### config.mk
export PLATFORM = sky130hd
export DESIGN_NAME = cmd_dispatcher
export DESIGN_NICKNAME = d
export VERILOG_FILES = /design/src/rtl/cmd_dispatcher_pkg.sv /design/src/rtl/cmd_dispatcher_alloc.sv /design/src/rtl/cmd_dispatcher.sv
export SDC_FILE = /design/constraint.sdc
export NUM_CORES = 1
export LEC_CHECK = 0
export ABC_CLOCK_PERIOD_IN_PS = 1780
export CORE_AREA = 2 2 42 83
export DETAILED_ROUTE_END_ITERATION = 10
export DIE_AREA = 0 0 44 85
export GPL_TIMING_DRIVEN = 1
export PLACE_DENSITY = 0.71
export SKIP_LAST_GASP = 1
export SYNTH_ARGS = -nofsm -noshare
export SYNTH_HDL_FRONTEND = slang
export SYNTH_SLANG_ARGS = --single-unit
### constraint.sdc
create_clock -name i_clk -period 1.78 [get_ports i_clk]
set_input_delay 0.445 -clock i_clk [delete_from_list [all_inputs] [get_ports i_clk]]
set_output_delay 0.445 -clock i_clk [all_outputs]
set_load 0.03 [all_outputs]
### src/rtl/cmd_dispatcher_pkg.sv
// Types shared by the command dispatcher and the scoreboard: entry layout,
// processor-count configuration and the dispatcher state encoding.
`ifndef PROC_COUNT
`define PROC_COUNT 4
`endif

package cmd_dispatcher_pkg;

  localparam int CMD_ID_W  = 8;
  localparam int PROC_N    = `PROC_COUNT;
  localparam int PROC_ID_W = $clog2(`PROC_COUNT);

  typedef struct packed {
    logic [CMD_ID_W-1:0]  cmd_id;
    logic [PROC_ID_W-1:0] proc_id;
  } entry_t;

  typedef enum logic [2:0] {
    IDLE,
    ALLOC,
    SB_WRITE,
    WAIT_ACK,
    ISSUE
  } disp_state_t;

endpackage

### src/rtl/cmd_dispatcher_alloc.sv
// Free-processor encoder: lowest-index free processor, or the first free one at
// or after a rotating pointer when ARB_ROUND_ROBIN_EN is defined.
module proc_alloc
  import cmd_dispatcher_pkg::*;
#(
  parameter int PROC_COUNT = `PROC_COUNT
) (
  input  logic [PROC_COUNT-1:0] free_i,
`ifdef ARB_ROUND_ROBIN_EN
  input  logic [PROC_ID_W-1:0]  ptr_i,
`endif
  output logic [PROC_ID_W-1:0]  grant_idx_o,
  output logic                  grant_vld_o
);

  always_comb begin
    int j;
    j           = 0;
    grant_idx_o = '0;
    grant_vld_o = 1'b0;
    for (int i = 0; i < PROC_COUNT; i++) begin
`ifdef ARB_ROUND_ROBIN_EN
      j = (int'(ptr_i) + i) % PROC_COUNT;
`else
      j = i;
`endif
      if (!grant_vld_o && free_i[j]) begin
        grant_vld_o = 1'b1;
        grant_idx_o = PROC_ID_W'(j);
      end
    end
  end

endmodule

### src/rtl/cmd_dispatcher.sv
// Command dispatcher: accepts one command at a time, allocates a free processor,
// registers it with the scoreboard and starts it. Optional: ARB_ROUND_ROBIN_EN.
module cmd_dispatcher
  import cmd_dispatcher_pkg::*;
#(
  parameter int CMD_W      = 8,
  parameter int PROC_COUNT = `PROC_COUNT
) (
  input  logic                  i_clk,
  input  logic                  i_rst,
  input  logic                  i_cmd_valid,
  input  logic [CMD_W-1:0]      i_cmd_id,
  output logic                  o_cmd_ready,
  output entry_t                o_sb_entry,
  output logic                  o_sb_write,
  input  logic                  i_sb_ack,
  output logic [PROC_COUNT-1:0] o_proc_start,
  output logic [CMD_W-1:0]      o_proc_cmd_id,
  input  logic [PROC_COUNT-1:0] i_proc_done,
  output logic [PROC_COUNT-1:0] o_busy_mask,
  output logic                  o_full
);

  disp_state_t           state_q, state_d;
  logic [CMD_W-1:0]      cmd_q, cmd_d;
  entry_t                entry_q, entry_d;
  logic [PROC_COUNT-1:0] busy_q, busy_d, set_mask;
  logic [PROC_ID_W-1:0]  grant_idx;
  logic                  grant_vld;
`ifdef ARB_ROUND_ROBIN_EN
  logic [PROC_ID_W-1:0]  ptr_q, ptr_d;
`endif

  assign o_full      = &busy_q;
  assign o_busy_mask = busy_q;
  assign o_sb_entry  = entry_q;

  proc_alloc #(
    .PROC_COUNT (PROC_COUNT)
  ) u_alloc (
    .free_i      (~busy_q),
`ifdef ARB_ROUND_ROBIN_EN
    .ptr_i       (ptr_q),
`endif
    .grant_idx_o (grant_idx),
    .grant_vld_o (grant_vld)
  );

  always_comb begin
    state_d       = state_q;
    cmd_d         = cmd_q;
    entry_d       = entry_q;
    set_mask      = '0;
    o_cmd_ready   = 1'b0;
    o_sb_write    = 1'b0;
    o_proc_start  = '0;
    o_proc_cmd_id = '0;
`ifdef ARB_ROUND_ROBIN_EN
    ptr_d         = ptr_q;
`endif
    case (state_q)
      IDLE: begin
        o_cmd_ready = !o_full && !i_rst;
        if (i_cmd_valid && o_cmd_ready) begin
          cmd_d   = i_cmd_id;
          state_d = ALLOC;
        end
      end
      ALLOC: begin
        // A free processor is guaranteed here; the fallback only guards misuse.
        if (grant_vld) begin
          entry_d.cmd_id  = cmd_q;
          entry_d.proc_id = grant_idx;
          state_d         = SB_WRITE;
        end else begin
          state_d = IDLE;
        end
      end
      SB_WRITE: begin
        o_sb_write = !i_rst;
        state_d    = WAIT_ACK;
      end
      WAIT_ACK: begin
        if (i_sb_ack) state_d = ISSUE;
      end
      ISSUE: begin
        set_mask      = PROC_COUNT'(1) << entry_q.proc_id;
        o_proc_start  = i_rst ? '0 : set_mask;
        o_proc_cmd_id = cmd_q;
`ifdef ARB_ROUND_ROBIN_EN
        ptr_d         = PROC_ID_W'((int'(entry_q.proc_id) + 1) % PROC_COUNT);
`endif
        state_d       = IDLE;
      end
      default: state_d = IDLE;
    endcase
    // Set after clear, so a set wins over a same-bit done.
    busy_d = (busy_q & ~i_proc_done) | set_mask;
  end

  always_ff @(posedge i_clk) begin
    if (i_rst) begin
      state_q <= IDLE;
      cmd_q   <= '0;
      entry_q <= '0;
      busy_q  <= '0;
`ifdef ARB_ROUND_ROBIN_EN
      ptr_q   <= '0;
`endif
    end else begin
      state_q <= state_d;
      cmd_q   <= cmd_d;
      entry_q <= entry_d;
      busy_q  <= busy_d;
`ifdef ARB_ROUND_ROBIN_EN
      ptr_q   <= ptr_d;
`endif
    end
  end

endmodule

==> qor.txt <==
Pleak: 0.8354 nW
Placement Setup Slack: -0.3531 ns
Via density: 5.336
Crit path kind: flip-flop to primary output
Area added between synthesis and finish: 67.63%
Multi-input logic area: 710.7 um2
Clock transition at path regs: 0.09 ns
Mean area per synthesized cell: 8.521 um2
Violations in the final reports: negative setup slack
Core Area: 3120 um2
Detail Route Antenna Nets: 0
Io pins: 45
Met3 WL post-DR: 106 um
Clock sinks: 25
WHS Endpoint: o_sb_entry[5]
# diodes: 0
Yosys warns: 0
Worst Hold Depth: 2
PD cells: 640.0 nW/um2
Mapped Cells: 137
Finished Cell Area: 1957 um2
Max_slew headroom: 0.7823
Drt drc: 0
DR WL/cell: 15.27 um
CTS tree: done
Register Area: 518.0 um2
Final nets: 212
Max layer used: met4
Final Setup Violations: 17
TNS Setup: -1.231 ns
DP HPWL: 2319 um
FF-to-FF setup slack: -0.07 ns
Minimum clock period: 1.886 ns
Max Cap Viol: 0
Worst vdd ir: 0.6030 mV
Number of fill cells: 284
Row cnt: 29
Hold_buf cts: 0
RePlAce Congestion: 0.7319
Final WL: 3452 um
Fin Clk Skew: 0.003074 ns
Max Clock Freq: 530.1 MHz
Net count after synthesis: 153
Worst setup SP type: flip-flop
Worst Tran Pin Value: 0.3236 ns
Worst endpoint required time: 1.33 ns
Clock root cell: clkbuf_8
Kind of end point of the critical path: primary output
Hold Violations, Final: 0
Vias: 1206
Vias in the first global route: 1193
Area after DPL: 1698 um2
#FFs+latches synth: 25
Unrepaired setup endpoints after global routing: yes
Metal2 WL: 1977 um
Clock latency at the later pin of the worst-skew pair: 0.26 ns
Iteration count of the initial detailed-routing pass: 4
Outcome: complete, but fails checks
Reg2reg path depth: 5
Final setup margin: -0.1065 ns
Unique masters post-synth: 29
First-pass GRT wire length: 5623 um
RR Endpoint: cmd_q[0]
Pin count of the biggest net entering global routing: 21
Max Slew Vio Count: 0
Grt total ovfl: 0
Die height: 85 um
TritonCTS buffer count: 3
Die area: 3740 um2
Initial drt markers: 39
Commonest cells after routing, fill and taps aside: clkdlybuf4s50_1, buf_4, a21oi_1, dfxtp_1, buf_6
Seq/Total Area, Yosys: 0.4287
Initial antenna violation count: 0
Tcrit/Tclk final: 1.060
Critical R2R Launch: state_q[2]
H-tree Lvls: 1
Synthesized area: 1167 um2
Die width: 44 um
CTS Buffer Depth: 2
Fraction of layout cells with a size suffix above 1: 0.4000
Worst Path Arrival: 1.44 ns
Hold path start: o_sb_entry[5]
Initial Util: 0.3741
DRT met1 WL: 1337 um
Total GRT Usage: 0.1919
PortBufs: 44
Hold crit path type: flip-flop to flip-flop
Crit Path Max Fanout: 4
Commonest non-fill, non-tap cell in the layout: clkdlybuf4s50_1
==> flip-flops by register name, summed over array words and instances, names as in the netlist <==
signal and cells:
o_sb_entry 10, cmd_q 8, state_q 3, o_busy_mask 4
==> stage by stage <==
stage / hold WS (ns) / cells / power, W / util
2_1_floorplan: 0.4475 / 137 / 0.0007749 / -
3_3_place_gp: 0.4642 / 211 / 0.0008696 / 0.5441
3_5_place_dp: 0.4685 / 211 / 0.0008756 / 0.5441
4_1_cts: 0.4769 / 223 / 0.001241 / 0.6131
5_1_grt: 0.5028 / 226 / 0.001301 / 0.6271
6_report: 0.4860 / 226 / 0.001252 / 0.6271
==> cell families after synthesis <==
kind of cell / count (synthesis) / share of synthesized area
flip-flops: 25 / 0.4287
AND/OR/NAND/NOR: 58 / 0.3001
buffers and inverters: 16 / 0.06002
AO/OA/AOI/OAI: 32 / 0.1533
multiplexers: 6 / 0.05787
==> critical path, cell delays in order (launching register included) <==
cell,delay [ns]
dfxtp_4,0.37
or4_4,0.56
nor2_4,0.12
buf_6,0.13
==> timing repair <==
item | in CTS | in global routing
setup buffers | 7 | 2
cloned | 1 | 1
setup endpoints to repair | 20 | 25
gates resized for setup | 38 | 11
pin swaps | 10 | 3
hold endpoints to repair | 0 | 0
==> report_power, final <==
part | leakage [nW] | switching, W | internal, W | total (W)
logic | 0.602 | 0.000146 | 0.000157 | 0.000303
clock network | 0.0255 | 0.000178 | 0.000156 | 0.000334
registers | 0.208 | 0.0000249 | 0.000590 | 0.000615
==> worst max-delay path by stage <==
stage / startpoint / to / cells after the start
global placement: i_rst / cmd_q[2] / 4
floorplan: o_sb_entry[1] / o_proc_start[2] / 2
global route: state_q[0] / o_proc_cmd_id[2] / 5
detailed placement: i_rst / cmd_q[1] / 4
CTS: state_q[2] / o_cmd_ready / 3
finish: state_q[2] / o_cmd_ready / 3
==> cell type report <==
| class | count | share of cell area |
|---|---|---|
| flip-flops and latches | 25 | 0.2647 |
| inverters | 4 | 0.007673 |
| well taps | 31 | 0.01982 |
| repair buffers | 66 | 0.3210 |
| clock inverters | 1 | 0.002558 |
| clock buffers | 3 | 0.02110 |
| multi-input cells | 96 | 0.3632 |
==> synth_stat cells <==
cell type / number / area, um2
nor3_4: 1 / 16.27
buf_6: 1 / 11.26
nand3_1: 8 / 40.04
nor3b_2: 1 / 12.51
o31ai_1: 2 / 15.01
nor3b_1: 1 / 7.510
inv_1: 4 / 15.01
a22oi_1: 1 / 7.510
nor2b_1: 9 / 56.30
buf_2: 2 / 10.01
or3b_2: 1 / 8.760
dfxtp_1: 25 / 500.5
o41ai_1: 1 / 8.760
mux2_2: 6 / 67.56
nand3b_1: 3 / 22.52
nor4_1: 2 / 12.51
nand4_1: 3 / 18.77
nand2_1: 5 / 18.77
a32oi_1: 1 / 8.760
clkbuf_1: 9 / 33.78
and2_1: 8 / 50.05
nor3_1: 3 / 15.01
nand2b_1: 2 / 12.51
nor4b_1: 2 / 17.52
o21ai_0: 9 / 45.04
nor2_1: 8 / 30.03
o2111ai_1: 1 / 8.760
a21oi_1: 17 / 85.08
or4_4: 1 / 11.26
==> per-layer routing <==
layer | global-route usage | vias up
met5 | 0 | -
met1 | 0.2224 | 583
li1 | - | 594
met3 | 0.02128 | 2
met2 | 0.3476 | 27
met4 | 0.06336 | 0
Power figures use the tool's default switching activity.
